$ cat config.mk
export PLATFORM = sky130hd
export DESIGN_NAME = apu_envelope_bank
export DESIGN_NICKNAME = d
export VERILOG_FILES = /design/src/rtl/apu_envelope_bank_pkg.sv /design/src/rtl/apu_env_channel.sv /design/src/rtl/apu_envelope_bank.sv
export SDC_FILE = /design/constraint.sdc
export NUM_CORES = 1
export LEC_CHECK = 0
export CORE_ASPECT_RATIO = 1.5
export CORE_UTILIZATION = 35
export DETAILED_ROUTE_END_ITERATION = 8
export HOLD_SLACK_MARGIN = 0.15
export PLACE_DENSITY = 0.66
export SYNTH_ARGS = -nofsm -noshare
export SYNTH_HDL_FRONTEND = slang
export SYNTH_SLANG_ARGS = --single-unit
$ cat constraint.sdc
create_clock -name clk -period 3.2 [get_ports clk]
set_input_delay 0.32 -clock clk [delete_from_list [all_inputs] [get_ports clk]]
set_output_delay 0.32 -clock clk [all_outputs]
set_load 0.1 [all_outputs]
$ cat src/rtl/apu_envelope_bank_pkg.sv
// Shared APU envelope definitions: wr_data field positions, the decay
// reload value and the fixed channel assignment of the APU voices.
package apu_envelope_bank_pkg;

  // Voice-to-channel mapping used by the APU top level.
  localparam int CH_PULSE1 = 0;
  localparam int CH_PULSE2 = 1;
  localparam int CH_NOISE  = 2;

  // Position of the loop/length-halt bit within wr_data.
  function automatic int loop_bit(input int param_w);
    return param_w + 1;
  endfunction

  // Position of the constant-volume bit within wr_data.
  function automatic int const_bit(input int param_w);
    return param_w;
  endfunction

  // Value the decay counter reloads to (all ones for the field width).
  function automatic int decay_max(input int param_w);
    return (1 << param_w) - 1;
  endfunction

endpackage

$ cat src/rtl/apu_env_channel.sv
// One envelope channel: parameter register, start flag, divider and
// decay counter, advanced by the shared quarter-frame tick.
module apu_env_channel
  import apu_envelope_bank_pkg::*;
#(
  parameter int PARAM_W = 4
) (
  input  logic               clk,
  input  logic               rst,
  input  logic               tick,
  input  logic               wr_en,
  input  logic [PARAM_W+1:0] wr_data,
  input  logic               restart,
  output logic [PARAM_W-1:0] vol,
  output logic               loop,
  output logic [PARAM_W-1:0] decay
);

  localparam int LOOP_B  = loop_bit(PARAM_W);
  localparam int CONST_B = const_bit(PARAM_W);
  localparam logic [PARAM_W-1:0] DECAY_FULL = PARAM_W'(decay_max(PARAM_W));
  localparam logic [PARAM_W-1:0] ONE        = PARAM_W'(1);

  logic [PARAM_W+1:0] param;
  logic               start;
  logic [PARAM_W-1:0] divider;
  logic [PARAM_W-1:0] decay_cnt;
  logic [PARAM_W-1:0] period;

  assign period = param[PARAM_W-1:0];

  // Parameter write, start flag and divider/decay sequencing. The tick
  // branch reads the pre-edge param and start, so a coincident write or
  // restart only becomes visible to the next tick. The restart set is
  // placed after the tick's clear so a coincident restart leaves start=1.
  always_ff @(posedge clk) begin
    if (rst) begin
      param     <= '0;
      start     <= 1'b0;
      divider   <= '0;
      decay_cnt <= '0;
    end else begin
      if (wr_en) begin
        param <= wr_data;
      end
      if (tick) begin
        if (start) begin
          start     <= 1'b0;
          decay_cnt <= DECAY_FULL;
          divider   <= period;
        end else if (divider == '0) begin
          divider <= period;
          if (decay_cnt != '0) begin
            decay_cnt <= decay_cnt - ONE;
          end else if (param[LOOP_B]) begin
            decay_cnt <= DECAY_FULL;
          end
        end else begin
          divider <= divider - ONE;
        end
      end
      if (restart) begin
        start <= 1'b1;
      end
    end
  end

  // Outputs are purely combinational from the channel registers.
  assign vol   = param[CONST_B] ? period : decay_cnt;
  assign loop  = param[LOOP_B];
  assign decay = decay_cnt;

endmodule

$ cat src/rtl/apu_envelope_bank.sv
// Envelope generator bank: NUM_CH independent envelope channels sharing
// one quarter-frame tick, with a channel-addressed parameter write port,
// packed volume/loop outputs and a debug readback of the decay counters.
// NUM_CH must be 1..16 and 2^CH_W must cover NUM_CH.
module apu_envelope_bank
  import apu_envelope_bank_pkg::*;
#(
  parameter int NUM_CH  = 3,
  parameter int PARAM_W = 4,
  parameter int CH_W    = 2
) (
  input  logic                      clk,
  input  logic                      rst,
  input  logic                      qframe_en,
  input  logic                      wr_en,
  input  logic [CH_W-1:0]           wr_ch,
  input  logic [PARAM_W+1:0]        wr_data,
  input  logic [NUM_CH-1:0]         restart,
  output logic [NUM_CH*PARAM_W-1:0] vol_out,
  output logic [NUM_CH-1:0]         loop_out,
  input  logic [CH_W-1:0]           rd_ch,
  output logic [PARAM_W-1:0]        rd_decay
);

  logic [NUM_CH-1:0]  wr_sel;
  logic [PARAM_W-1:0] decay_arr [NUM_CH];

  // Write-select decode: a channel number with no matching channel
  // selects nothing, so out-of-range writes are dropped.
  for (genvar c = 0; c < NUM_CH; c++) begin : g_ch
    assign wr_sel[c] = wr_en && (wr_ch == CH_W'(c));

    apu_env_channel #(
      .PARAM_W (PARAM_W)
    ) u_chan (
      .clk     (clk),
      .rst     (rst),
      .tick    (qframe_en),
      .wr_en   (wr_sel[c]),
      .wr_data (wr_data),
      .restart (restart[c]),
      .vol     (vol_out[c*PARAM_W +: PARAM_W]),
      .loop    (loop_out[c]),
      .decay   (decay_arr[c])
    );
  end

  // Debug readback mux; unpopulated channel numbers read as zero.
  always_comb begin
    rd_decay = '0;
    for (int c = 0; c < NUM_CH; c++) begin
      if (rd_ch == CH_W'(c)) begin
        rd_decay = decay_arr[c];
      end
    end
  end

endmodule

# Word level (Yosys, flattened, before mapping)
# Index checks and enable logic that the tools add are counted.
dict set report op_classes {
  n_mux 28
  reduce_logical 23
  addsub 6
  eq_ne 4
}
# cell count
set ops {}
lappend ops {{two-way mux 4 bit} 24}
lappend ops {{subtractor 4 x 1 -> 4 bit (second input constant)} 6}
lappend ops {{logical NOT 4 bit} 3}
lappend ops {{nonzero test 2 bit} 6}
lappend ops {{nonzero test 4 bit} 3}
lappend ops {{AND reduction 3 bit} 3}
lappend ops {{nonzero test 3 bit} 3}
lappend ops {{equality test 2 x 1 -> 1 bit (second input constant)} 2}
lappend ops {{equality test 2 bit (second input constant)} 2}
lappend ops {{logical NOT 2 bit} 2}
lappend ops {{two-way mux 1 bit} 4}
lappend ops {{logical AND 1 bit} 3}
dict set report word_totals {
  output_inout_bits 19
  regBits 45
  input_bits 17
  elab_cells 73
}

# Logic depth before layout (Yosys ltp)
dict set report depth {
  ltp_word 4
  ltp_mapped 6
  mapped_depth_nobuf 6
}

# Cells and area by module
# From an unflattened synthesis, not the netlist that was laid out.
dict set report hier_totals {
  hier_cells 292
  hier_area_um2 2519.9
}
# mod area_per_inst_um2 seq_area_each_um2 cells_each n_inst
set modules_own_cells {}
lappend modules_own_cells {apu_env_channel 798.3 300.3 93 3}
lappend modules_own_cells {apu_envelope_bank 125.1 0.0 13 1}

# Worst setup path after synthesis
# No wires, ideal clock.
dict set report synth_path {
  path_type {input to output}
  from {input port rd_ch[0]}
  to {output port rd_decay[0]}
  required_time_ns 2.880
  n_path_buf 1
  cell_stages 3
  arrival_ns 2.764
  setup_slack_ns 0.116
  path_cell_list {clkbuf_1 -> mux2i_1 -> o21ai_0}
}
dict set report synth_between {
  elab_chain_cells 4
  word_cells_on_any_way 6
  cone_classes {eq/ne (2); mux (3); reduce/logical (1)}
}
# element line_no
set synth_lines {}
lappend synth_lines {{from (decl)} apu_envelope_bank.sv:21} ;# input logic [CH_W-1:0] rd_ch,
lappend synth_lines {{logical NOT 2 bit} apu_envelope_bank.sv:52} ;# if (rd_ch == CH_W'(c)) begin
lappend synth_lines {{two-way mux 4 bit (2 in series)} apu_envelope_bank.sv:52}
lappend synth_lines {{two-way mux 4 bit *} apu_envelope_bank.sv:52}
lappend synth_lines {{to (decl)} apu_envelope_bank.sv:22} ;# output logic [PARAM_W-1:0] rd_decay
# Mark *: on every way between the ends. The rest lies on a longest branch, timed or not.

# Worst setup path after layout
dict set report layout_path {
  from {register g_ch[0].u_chan.decay_cnt[3]}
  to {output port vol_out[3]}
}
dict set report layout_between {
  elab_chain_cells 1
}
# element line_no
set layout_lines {}
lappend layout_lines {{from (decl)} apu_env_channel.sv:27} ;# logic [PARAM_W-1:0] decay_cnt;
lappend layout_lines {{from (signal assigned)} apu_env_channel.sv:54} ;# decay_cnt <= decay_cnt - ONE;
lappend layout_lines {{two-way mux 4 bit} apu_env_channel.sv:69} ;# assign vol = param[CONST_B] ? period : decay_cnt;
lappend layout_lines {{to (decl)} apu_envelope_bank.sv:19} ;# output logic [NUM_CH*PARAM_W-1:0] vol_out,
# No other way between the ends.

==> out/qor.txt <==
Status - finished clean
IR drop worst, VDD - 543 uV
Area Overhead vs Synth - 18.7%
Post-synthesis mux area share - 11.5%
Syn. warnings - 0
R2r endpoint - g_ch[2].u_chan.decay[0]$_SDFFE_PP0P_
Compound-gate portion of the synthesized area - 19.4%
Die Wd - 70.9 microns
Via density - 5.48
Post-CTS Setup Inserts - 0
Worst slew pin tran - 969 ps
Post-CTS Resized - 0
CP required - 2880 ps
Critical Path End Type - output pin
Core area - 6900 sq um
Layout Skew - 5.27 ps
Depth of the most critical reg-to-reg path - 6
Final setup margin - 790 ps
Seq/Total Area, Yosys - 36.1%
Hold Buf Count CTS - 0
Hold Crit Class - reg2reg
Final wirelength - 6100 microns
Max Slew Vio Count - 0
Fin. Hold Viols - 0
Synth Flop Type - dfxtp_1
Crit-path max FO - 7
Post-place setup slack - 1030 ps
Rows - 37
CTS tree - yes
Post-Place Cell Area - 2850 sq um
PortBufs - 35
Worst Hold End - g_ch[0].u_chan.divider[1]$_SDFFE_PP0P_
Initial antenna violation count - 0
Fmax - 415 MHz
Net Switching - 765 uW
Final ANT Viol Nets - 0
Syn Std Cell Area - 2490 sq um
Min-Delay Path Depth - 2
Clk_lat worst skew - 300 ps
CP Class - reg2out
Avg Inst Size Synth - 8.51 sq um
Synth Area in Simple Gates - 23.4%
Critical path startpoint category - flop
GRT Total Usage - 17.2%
Post-Synth XOR/XNOR Area - 1.05%
CTS HTree Levels - 2
Synth Area in Adders - 3.01%
# diodes - 0
Clk pwr share - 23.6%
Gpl congestion - 0.822
Lkg Pwr - 0.00116 uW
Fin crit share - 75.3%
Max_slew headroom - 35.2%
CTS clk-pin slew, worst paths - 80 ps
Final setup fails - 0
Critical R2R Launch - g_ch[2].u_chan.divider[0]$_SDFFE_PP0P_
Fraction of registers with async set/reset - 0%
Syn nets - 316
TNS Setup - 0 ps
DP HPWL - 4570 microns
Clk buf depth - 2
Die height - 105 microns
IO Pins - 36
WL per Instance - 15.3 microns
Design area - 2960 sq um
Post-synth EDFFs - 0
Unique masters post-synth - 49
Seq pwr share - 37.1%
First-pass GRT wire length - 10,200 microns
RSZ-0062 raised after global routing - false
Initial DRC Count - 65
Overall power - 1890 uW
Gr ovfl total - 0
Via count - 2,190
Die area - 7480 sq um
Pwr dens - 639 nW/um^2
Hold Startpoint - g_ch[0].u_chan.divider[1]$_SDFFE_PP0P_
Synth Instances - 293
DRC Markers - 0
DR pass1 iterations - 6
Layout cells sized above 1 - 14.6%
R2R Setup Slk - 1410 ps
Fin Hold WS - 492 ps
Minimum clock period after layout - 2410 ps
Arr. time, crit path - 2090 ps
Largest net degree at the start of global routing - 46
Vias in the first global route - 2,073
Root Buffer - clkbuf_8
# fillers - 686
TritonCTS Buffers - 5
Power share of the combinational group - 39.3%
P_int - 1130 uW
Sw Share - 40.5%
Initial Utilization - 36.2%
Register bit total from synthesis - 45
Largest family of logic cells by synthesized area - simple AND/OR/NAND/NOR gates
Clock sink count - 45
Max-cap viol count - 0
Fin nets - 344
==> registers in the layout (all words and copies together) (netlist names) <==
name                 count
g_ch.u_chan.divider     12
g_ch.u_chan.decay       12
g_ch.u_chan.param       18
g_ch.u_chan.start        3
==> worst max-delay path, cell delays in order (launching register included) <==
cell             delay, ps
dfxtp_1                470
mux2_2                 200
clkdlybuf4s50_1       1120
==> stage by stage <==
step / utilization [%] / std cells
3_3_place_gp: 41.2 / 392
3_5_place_dp: 41.2 / 392
5_1_grt: 42.9 / 400
2_1_floorplan: - / 293
4_1_cts: 42.9 / 400
6_report: 42.9 / 400
==> logic make-up (layout without fill, tap and decap cells) <==
group | Yosys count | in the layout
xor+xnor | 3 | 3
mux | 28 | 28
compound gates | 74 | 74
simple gates | 105 | 105
fa+ha+maj | 6 | 6
buf+inv | 32 | 61
flops | 45 | 45
==> power groups by stage <==
stage          registers (uW)  clock network, uW  logic (uW)
6_report                  702                446         743
3_3_place_gp              713                  0         730
4_1_cts                   701                455         746
5_1_grt                   711                477         801
3_5_place_dp              714                  0         741
2_1_floorplan             681                  0         604
==> cell usage after synthesis, types with 2 or more instances <==
library cell | number | area, sq um
buf_2 | 5 | 25.0
o22ai_1 | 2 | 12.5
o311ai_0 | 2 | 17.5
buf_1 | 2 | 7.51
nand4_1 | 2 | 12.5
ha_1 | 6 | 75.1
nand2b_1 | 4 | 25.0
nand3b_1 | 2 | 15.0
nor2_1 | 44 | 165
inv_1 | 15 | 56.3
and4_1 | 2 | 17.5
o21ai_0 | 24 | 120
nor3b_4 | 2 | 37.5
mux2i_1 | 22 | 220
dfxtp_1 | 45 | 901
nor3b_2 | 2 | 25.0
mux2_2 | 6 | 67.6
nor4_2 | 5 | 62.6
xnor2_1 | 3 | 26.3
o21a_1 | 5 | 37.5
o21bai_1 | 2 | 15.0
a21oi_1 | 18 | 90.1
nor4_1 | 4 | 25.0
o22a_1 | 2 | 17.5
nand2_1 | 20 | 75.1
o21ai_2 | 2 | 17.5
clkbuf_1 | 6 | 22.5
nor3_1 | 7 | 35.0
a221oi_2 | 2 | 30.0
a211oi_1 | 6 | 45.0
or4b_4 | 2 | 27.5
nand3_1 | 3 | 15.0
buf_4 | 3 | 22.5
==> final cells by class <==
type	instances	area [sq um]	share of cell area [%]
well taps	78	97.6	3.30
clock inverters	1	30.0	1.01
repair buffers	37	330	11.2
flip-flops and latches	45	901	30.4
clock buffers	7	86.3	2.92
inverters	16	60.1	2.03
multi-input cells	216	1460	49.2
==> layer usage <==
| metal | track usage, % | routed length, microns | part of all wire, % | vias to the layer above |
|---|---|---|---|---|
| met3 | 2.49 | 194 | 3.2 | 9 |
| li1 | - | - | - | 1108 |
| met4 | 6.43 | 130 | 2.1 | 0 |
| met1 | 19.9 | 2600 | 43 | 1027 |
| met2 | 31.5 | 3180 | 52 | 46 |
| met5 | 0 | 0 | 0 | - |
==> worst max-delay path by stage <==
stage | cells after the start | start | end
6_report | 2 | g_ch[0].u_chan.decay[3]$_SDFFE_PP0P_ | vol_out[3]
3_3_place_gp | 4 | qframe_en | g_ch[2].u_chan.divider[0]$_SDFFE_PP0P_
5_1_grt | 2 | g_ch[0].u_chan.decay[3]$_SDFFE_PP0P_ | vol_out[3]
3_5_place_dp | 4 | qframe_en | g_ch[2].u_chan.divider[0]$_SDFFE_PP0P_
4_1_cts | 2 | g_ch[0].u_chan.decay[3]$_SDFFE_PP0P_ | vol_out[3]
2_1_floorplan | 3 | rd_ch[0] | rd_decay[0]
==> placed cells by master (no fill, tap or decap), drive strengths merged, types with 2 or more instances in the layout <==
master and n:
mux2 6, nor3b 5, or4b 3, nand4 2, a21oi 18, o21bai 2
nand3b 2, o311ai 2, buf 16, o21ai 26, inv 16, o22ai 2
nand2 20, a2111oi 2, and4 2, nor2 44, mux2i 22, ha 6
a221oi 3, clkbuf 7, o21a 6, dfxtp 45, nor3 7, nand3 3
o22a 2, clkdlybuf4s50 21, a211oi 6, nand2b 4, nor4 9, xnor2 3
Note: power is estimated with default switching activity, not from simulation.
